### src/rtl/quad_leaf_seq.sv
// Command sequencer for the four leaves of a quad page: drives per-leaf reset,
// ap_start and resend pulses with programmable widths, one command at a time.
module quad_leaf_seq #(
  parameter int RST_CYCLES    = 16,
  parameter int SETTLE_CYCLES = 8,
  parameter int START_CYCLES  = 4,
  parameter int CNT_W         = 8
) (
  input  logic       clk,
  input  logic       reset,
  input  logic       cmd_valid,
  output logic       cmd_ready,
  input  logic [1:0] cmd_op,
  input  logic [3:0] cmd_mask,
  output logic [3:0] leaf_reset,
  output logic [3:0] leaf_ap_start,
  output logic [3:0] leaf_resend,
  output logic [3:0] leaf_started,
  output logic       busy,
  output logic       done,
  output logic [2:0] dbg_state
);

  typedef enum logic [2:0] {
    S_IDLE   = 3'd0,
    S_RST    = 3'd1,
    S_SETTLE = 3'd2,
    S_STRT   = 3'd3,
    S_RSND   = 3'd4,
    S_DONE   = 3'd5
  } state_t;

  localparam logic [1:0] OP_NOP    = 2'b00;
  localparam logic [1:0] OP_RESET  = 2'b01;
  localparam logic [1:0] OP_START  = 2'b10;

  localparam logic [CNT_W-1:0] RST_LD    = CNT_W'(RST_CYCLES - 1);
  localparam logic [CNT_W-1:0] SETTLE_LD = CNT_W'(SETTLE_CYCLES - 1);
  localparam logic [CNT_W-1:0] START_LD  = CNT_W'(START_CYCLES - 1);

  state_t           r_state;
  logic [CNT_W-1:0] r_cnt;
  logic [3:0]       r_mask;
  logic [3:0]       r_leaf_reset;
  logic [3:0]       r_leaf_ap_start;
  logic [3:0]       r_leaf_resend;
  logic [3:0]       r_leaf_started;
  logic             r_busy;
  logic             r_done;
  logic             w_accept;

  // Handshake: a command transfers on any edge where cmd_valid && cmd_ready;
  // ready is high only in IDLE outside reset, and nothing is queued otherwise.
  assign cmd_ready = (r_state == S_IDLE) && !reset;
  assign w_accept  = cmd_valid && cmd_ready;

  always_ff @(posedge clk) begin
    if (reset) begin
      r_state         <= S_IDLE;
      r_cnt           <= '0;
      r_mask          <= '0;
      r_leaf_reset    <= 4'hF;
      r_leaf_ap_start <= '0;
      r_leaf_resend   <= '0;
      r_leaf_started  <= '0;
      r_busy          <= 1'b0;
      r_done          <= 1'b0;
    end else begin
      case (r_state)
        S_IDLE: begin
          r_leaf_reset <= '0;
          r_done       <= 1'b0;
          r_busy       <= 1'b0;
          if (w_accept) begin
            r_mask <= cmd_mask;
            r_busy <= 1'b1;
            if (cmd_op == OP_NOP || cmd_mask == 4'h0) begin
              r_state <= S_DONE;
              r_done  <= 1'b1;
            end else if (cmd_op == OP_RESET) begin
              r_state        <= S_RST;
              r_cnt          <= RST_LD;
              r_leaf_reset   <= cmd_mask;
              r_leaf_started <= r_leaf_started & ~cmd_mask;
            end else if (cmd_op == OP_START) begin
              r_state         <= S_STRT;
              r_cnt           <= START_LD;
              r_leaf_ap_start <= cmd_mask;
              r_leaf_started  <= r_leaf_started | cmd_mask;
            end else begin
              // Only leaves that were started ever see a resend.
              r_state       <= S_RSND;
              r_leaf_resend <= cmd_mask & r_leaf_started;
            end
          end
        end
        S_RST: begin
          if (r_cnt == '0) begin
            r_state      <= S_SETTLE;
            r_cnt        <= SETTLE_LD;
            r_leaf_reset <= '0;
          end else begin
            r_cnt <= r_cnt - 1'b1;
          end
        end
        S_SETTLE: begin
          if (r_cnt == '0) begin
            r_state <= S_DONE;
            r_done  <= 1'b1;
          end else begin
            r_cnt <= r_cnt - 1'b1;
          end
        end
        S_STRT: begin
          if (r_cnt == '0) begin
            r_state         <= S_DONE;
            r_leaf_ap_start <= '0;
            r_done          <= 1'b1;
          end else begin
            r_cnt <= r_cnt - 1'b1;
          end
        end
        S_RSND: begin
          r_state       <= S_DONE;
          r_leaf_resend <= '0;
          r_done        <= 1'b1;
        end
        S_DONE: begin
          r_state <= S_IDLE;
          r_done  <= 1'b0;
          r_busy  <= 1'b0;
        end
        default: begin
          r_state         <= S_IDLE;
          r_leaf_reset    <= '0;
          r_leaf_ap_start <= '0;
          r_leaf_resend   <= '0;
          r_busy          <= 1'b0;
          r_done          <= 1'b0;
        end
      endcase
    end
  end

  assign leaf_reset    = r_leaf_reset;
  assign leaf_ap_start = r_leaf_ap_start;
  assign leaf_resend   = r_leaf_resend;
  assign leaf_started  = r_leaf_started;
  assign busy          = r_busy;
  assign done          = r_done;
  assign dbg_state     = r_state;

endmodule

### config.mk
export PLATFORM = sky130hd
export DESIGN_NAME = quad_leaf_seq
export DESIGN_NICKNAME = d
export VERILOG_FILES = /design/src/rtl/quad_leaf_seq.sv
export SDC_FILE = /design/constraint.sdc
export NUM_CORES = 1
export LEC_CHECK = 0
export ABC_AREA = 1
export CAP_MARGIN = 20
export CELL_PAD_IN_SITES_DETAIL_PLACEMENT = 0
export CELL_PAD_IN_SITES_GLOBAL_PLACEMENT = 1
export CORE_MARGIN = 10
export CORE_UTILIZATION = 38
export CTS_BUF_LIST = sky130_fd_sc_hd__clkbuf_2 sky130_fd_sc_hd__clkbuf_4 sky130_fd_sc_hd__clkbuf_8
export DETAILED_ROUTE_END_ITERATION = 16
export PLACE_DENSITY_LB_ADDON = 0.1
export SLEW_MARGIN = 20
export SYNTH_ARGS = -nofsm -noshare
export SYNTH_HDL_FRONTEND = slang
export SYNTH_SLANG_ARGS = --single-unit
### constraint.sdc
create_clock -name clk -period 2.03 [get_ports clk]
set_input_delay 0.406 -clock clk [delete_from_list [all_inputs] [get_ports clk]]
set_output_delay 0.406 -clock clk [all_outputs]
set_load 0.05 [all_outputs]
## Word-level counts from Yosys, hierarchy flattened

Index checks and enable logic that the tools add are counted.

- Word-level logic and storage cells: 94
- Input port bits: 9
- Register bits: 29

- Equal/unequal tests: 17
- Reductions and logical operators: 22
- Mux-type cells: 37
- $add $sub $neg: 1
- Bitwise logic cells: 9

Operators by type and width:

| operator | count |
|---|---|
| 2-to-1 mux 4 bit | 14 |
| 2-to-1 mux 8 bit | 6 |
| case mux 4 bit (3 select lines) | 2 |
| case mux 8 bit (3 select lines) | 1 |
| 2-to-1 mux 3 bit | 6 |
| OR reduction 4 bit | 4 |
| inequality test 2 bit (second input constant) | 7 |
| case mux 3 bit (4 select lines) | 1 |
| AND reduction 5 bit | 2 |
| AND 4 bit | 2 |
| zero test 8 bit | 1 |
| case mux 4 bit (2 select lines) | 1 |
| subtractor 8 x 1 -> 8 bit (second input constant) | 1 |
| == test 3 x 2 -> 1 bit (second input constant) | 2 |
| == test 3 bit (second input constant) | 2 |
| AND reduction 6 bit | 1 |
| NOT 1 bit | 5 |
| zero test 4 bit | 1 |
| 2-to-1 mux 1 bit | 4 |
| inequality test 2 x 1 -> 1 bit (second input constant) | 2 |
| NOT 4 bit | 1 |
| OR 4 bit | 1 |
| case mux 1 bit (4 select lines) | 1 |
| AND reduction 2 bit | 2 |
| other kinds (15) | 16 |

## Logic depth before layout (Yosys ltp)

- Depth after elaboration: 6
- Gate-level depth with buffers: 11
- Mapped depth without buffers: 11

## Worst setup path after synthesis

OpenSTA, ideal clock, no wires.

- Path kind: reg2reg
- Start: register r_state[1] (netlist: dbg_state[1])
- End: register r_done (netlist: done)
- Setup time: 0.071 ns
- Stages on the path, launching flop included: 8
- Arrival time: 2.001 ns
- Period minus slack after synthesis: 2.072 ns
- Slack: -0.042 ns
- Required time: 1.959 ns
- Path through: dfxtp_1 > nor2_4 > nand2_1 > nor2_1 > nand3_1 > nand2_1 > o21ai_0 > a21oi_1

- Cells in the longest elaborated chain, start to end: 5
- Elaborated cells between the ends (all ways): 13
- Classes of those cells: eq/ne (5); mux (2); bitwise (1); reduce/logical (5)

RTL lines:

| what | RTL line | source |
|---|---|---|
| start: declaration | 41 | `state_t r_state;` |
| start signal: assignment | 59 | `r_state <= S_IDLE;` |
| start signal: assignment | 78 | `r_state <= S_DONE;` |
| start signal: assignment | 81 | `r_state <= S_RST;` |
| zero test 3 bit | 54 | `assign cmd_ready = (r_state == S_IDLE) && !reset;` |
| logical AND 1 bit | 54 |  |
| net cmd_ready | 12 | `output logic cmd_ready,` |
| logical AND 1 bit | 55 | `assign w_accept = cmd_valid && cmd_ready;` |
| 2-to-1 mux 1 bit | 74 | `if (w_accept) begin` |
| case mux 1 bit (4 select lines) | 69 | `case (r_state)` |
| end signal: assignment | 67 | `r_done <= 1'b0;` |
| end signal: assignment | 72 | `r_done <= 1'b0;` |
| end signal: assignment | 79 | `r_done <= 1'b1;` |
| end: declaration | 49 | `logic r_done;` |

The timed path passes the listed nets, and every way through them passes these cells.
A chain may end at the register's enable or synchronous reset.

## Final worst setup path

- Start: register r_state[1] (netlist: dbg_state[1])
- End: output cmd_ready

- Cells in the longest elaborated chain, start to end: 2

RTL lines:

| what | RTL line |
|---|---|
| zero test 3 bit | 54 |
| logical AND 1 bit | 54 |
| end: declaration | 12 |

Every way passes these cells.

==> results.json <==
{
  "status": "completed",
  "instances_no_fill": 343,
  "area_delta_synth_final_pct": 35.6,
  "cp-end-kind": "output pin",
  "drv_slew": 0,
  "post-place-ws_ns": -0.0104,
  "final_util_pct": 54.1,
  "grt_max_degree": 16,
  "cts_resized": 0,
  "syn_nets": 255,
  "synth_enable_flop_cells": 0,
  "async_flop_share_pct": 0,
  "place.detailed.hpwl_um": 3510,
  "synth_top_area_share_pct": 35.6,
  "ioPinCount": 31,
  "fmax_ghz": 0.527,
  "hp-class": "flop to flop",
  "core_mm2": 0.00409,
  "placementRows": 23,
  "fin_worst_skew_ns": 0.00226,
  "drtPass1Iterations": 4,
  "hold_viol": 0,
  "vias": 1616,
  "dieArea_mm2": 0.00731,
  "yosysMostFrequentCell": "nand2_1",
  "synth_seq_cells": 29,
  "cpMaxStageDelayCell": "dfxtp_1",
  "drive_above_1_share_pct": 19.8,
  "insertion_delay_ns": 0.27,
  "r2r_slack_ns": 0.34,
  "grt_usage_pct": 12.0,
  "final-setup-viol-count": 0,
  "drt_iter0_drc": 68,
  "reg2reg_depth": 9,
  "startpoint_type": "flop",
  "num_antenna_cells": 0,
  "criticalPathCategory": "flop to output pin",
  "globalplace.congestion": 0.840,
  "clock-root-buffer": "clkbuf_8",
  "post_synth_num_cell_types": 26,
  "cts_made_buffers": 5,
  "drtAntennaViolNets": 0,
  "crit_family": "simple AND/OR/NAND/NOR gates",
  "io_buffers": 30,
  "drt-wirelength-per-cell_um": 12.6,
  "finalWorstSetupSlack_ns": 0.132,
  "die_h_um": 85.5,
  "wirelength_um": 4340,
  "path_cells": "nor2_4, nand2_1, nor2_2, buf_12",
  "drv_cap": 0,
  "ys_seq_area_share_pct": 35.6,
  "drc": 0,
  "clockBufferDepth": 2,
  "cts_hold_buf": 0,
  "syn-mean-instance-area_um2": 6.76,
  "synth.largest_area_cell": "dfxtp_1",
  "cts_tree": "yes",
  "p_per_area_mw_per_mm2": 1610,
  "grt_pass1_vias": 1569,
  "cts_setup_buffers": 0,
  "path_clk_slew_ns": 0.06,
  "finalSetupTns_ns": 0,
  "viasPerCell": 4.71,
  "nets": 306,
  "required_ns": 1.62,
  "start_util_pct": 39.9,
  "syn_inst": 241,
  "ir_drop_v": 0.000875,
  "grt_antenna_before_repair": 0,
  "grt_overflow_total": 0,
  "fin_crit_sh_pct": 93.5,
  "cp_num_cells": 4,
  "relSlewSlack_pct": 59.3,
  "clkSinkCount": 29,
  "synthTopCellsByArea": "dfxtp_1, nand2_1, nor2_1, inv_1, o21ai_0",
  "yosys_warnings": 0,
  "ctsHtreeMaxLevel": 2,
  "place_inst": 335,
  "tightestPinTransition_ns": 0.604,
  "cp.arrival_ns": 1.49,
  "syn_area_mm2": 0.00163,
  "rsz0062_at_grt": "false",
  "period_needed_ns": 1.90,
  "cp_max_fo": 7,
  "synth.cells.most_frequent": "nand2_1, nor2_1, dfxtp_1, inv_1, o21ai_0",
  "worstPathBufferInverterCount": 1,
  "ys.flop_type": "dfxtp_1",
  "slowest_delay_ns": 0.39,
  "p_leak_nw": 0.977,
  "grt_pass1_wl_um": 7320,
  "die_w_um": 85.5,
  "hold_depth": 2
}
-- cell families (layout without fill, tap and decap cells) --
group | after synthesis | count (layout) | share of synthesized area, %
and+or+nand+nor | 130 | 130 | 37.6
buffers and inverters | 33 | 85 | 7.67
AOI/OAI and AO/OA | 42 | 42 | 14.2
DFF | 29 | 29 | 35.6
xor gates and xnor gates | 2 | 2 | 1.07
adders and majority gates | 5 | 5 | 3.84
-- worst min-delay path: stages, from the launching register on --
cell and delay (ns):
dfxtp_1 0.33, nand2_1 0.05, nand3_1 0.05
-- power by group --
| group | internal [mW] | switching [mW] | leakage, nW | total (mW) |
|---|---|---|---|---|
| sequential | 0.742 | 0.158 | 0.238 | 0.900 |
| clock | 0.306 | 0.213 | 0.0542 | 0.519 |
| combinational | 0.696 | 1.45 | 0.686 | 2.15 |
-- metrics by stage --
stage	hold slack [ns]	total power, mW	instance area (um^2)
final	0.459	3.56	2210
after global routing	0.477	3.88	2210
after CTS	0.465	3.61	2210
after detailed placement	0.448	3.07	2110
after global placement	0.440	3.08	2110
after floorplan	0.475	2.44	1630
-- area by class of cell --
| class | instances | area (um^2) |
|---|---|---|
| clock buffer | 7 | 96.3 |
| clock inverter | 1 | 5.00 |
| fill | 428 | 1880 |
| inverter | 31 | 116 |
| multi-input combinational | 179 | 927 |
| sequential | 29 | 581 |
| tap | 50 | 62.6 |
| timing repair buffer | 46 | 423 |
-- worst paths after layout --
check,start,to
worst max-delay path,dbg_state[1],cmd_ready
worst min-delay path,leaf_reset[2],leaf_reset[2]
worst max register to register,r_cnt[0],leaf_reset[2]
worst min register to register,leaf_reset[2],leaf_reset[2]
-- cell usage in the layout, fill, tap and decap left out, types with 3 or more instances in the layout --
cell,instances
buf_4,19
inv_1,25
ha_1,5
inv_2,6
o21ai_0,17
nor2_2,9
nand2_2,5
nor2_1,35
nand4_1,6
dfxtp_1,29
nand2_1,50
o21ai_1,3
nand3_1,15
nor3_1,3
nor2_4,4
a21oi_1,16
clkbuf_8,7
clkdlybuf4s50_1,26
-- routing by layer --
metal  part of all wire (%)  routed length (um)  GRT usage, %  up-vias
met4                    1.3                  58          4.49        0
met2                     43                1880          18.0       21
met3                    4.3                 186          3.50        7
met5                      0                   0             0        -
met1                     51                2220          15.7      703
li1                       -                   -             -      885
(Power assumes the default switching activity.)
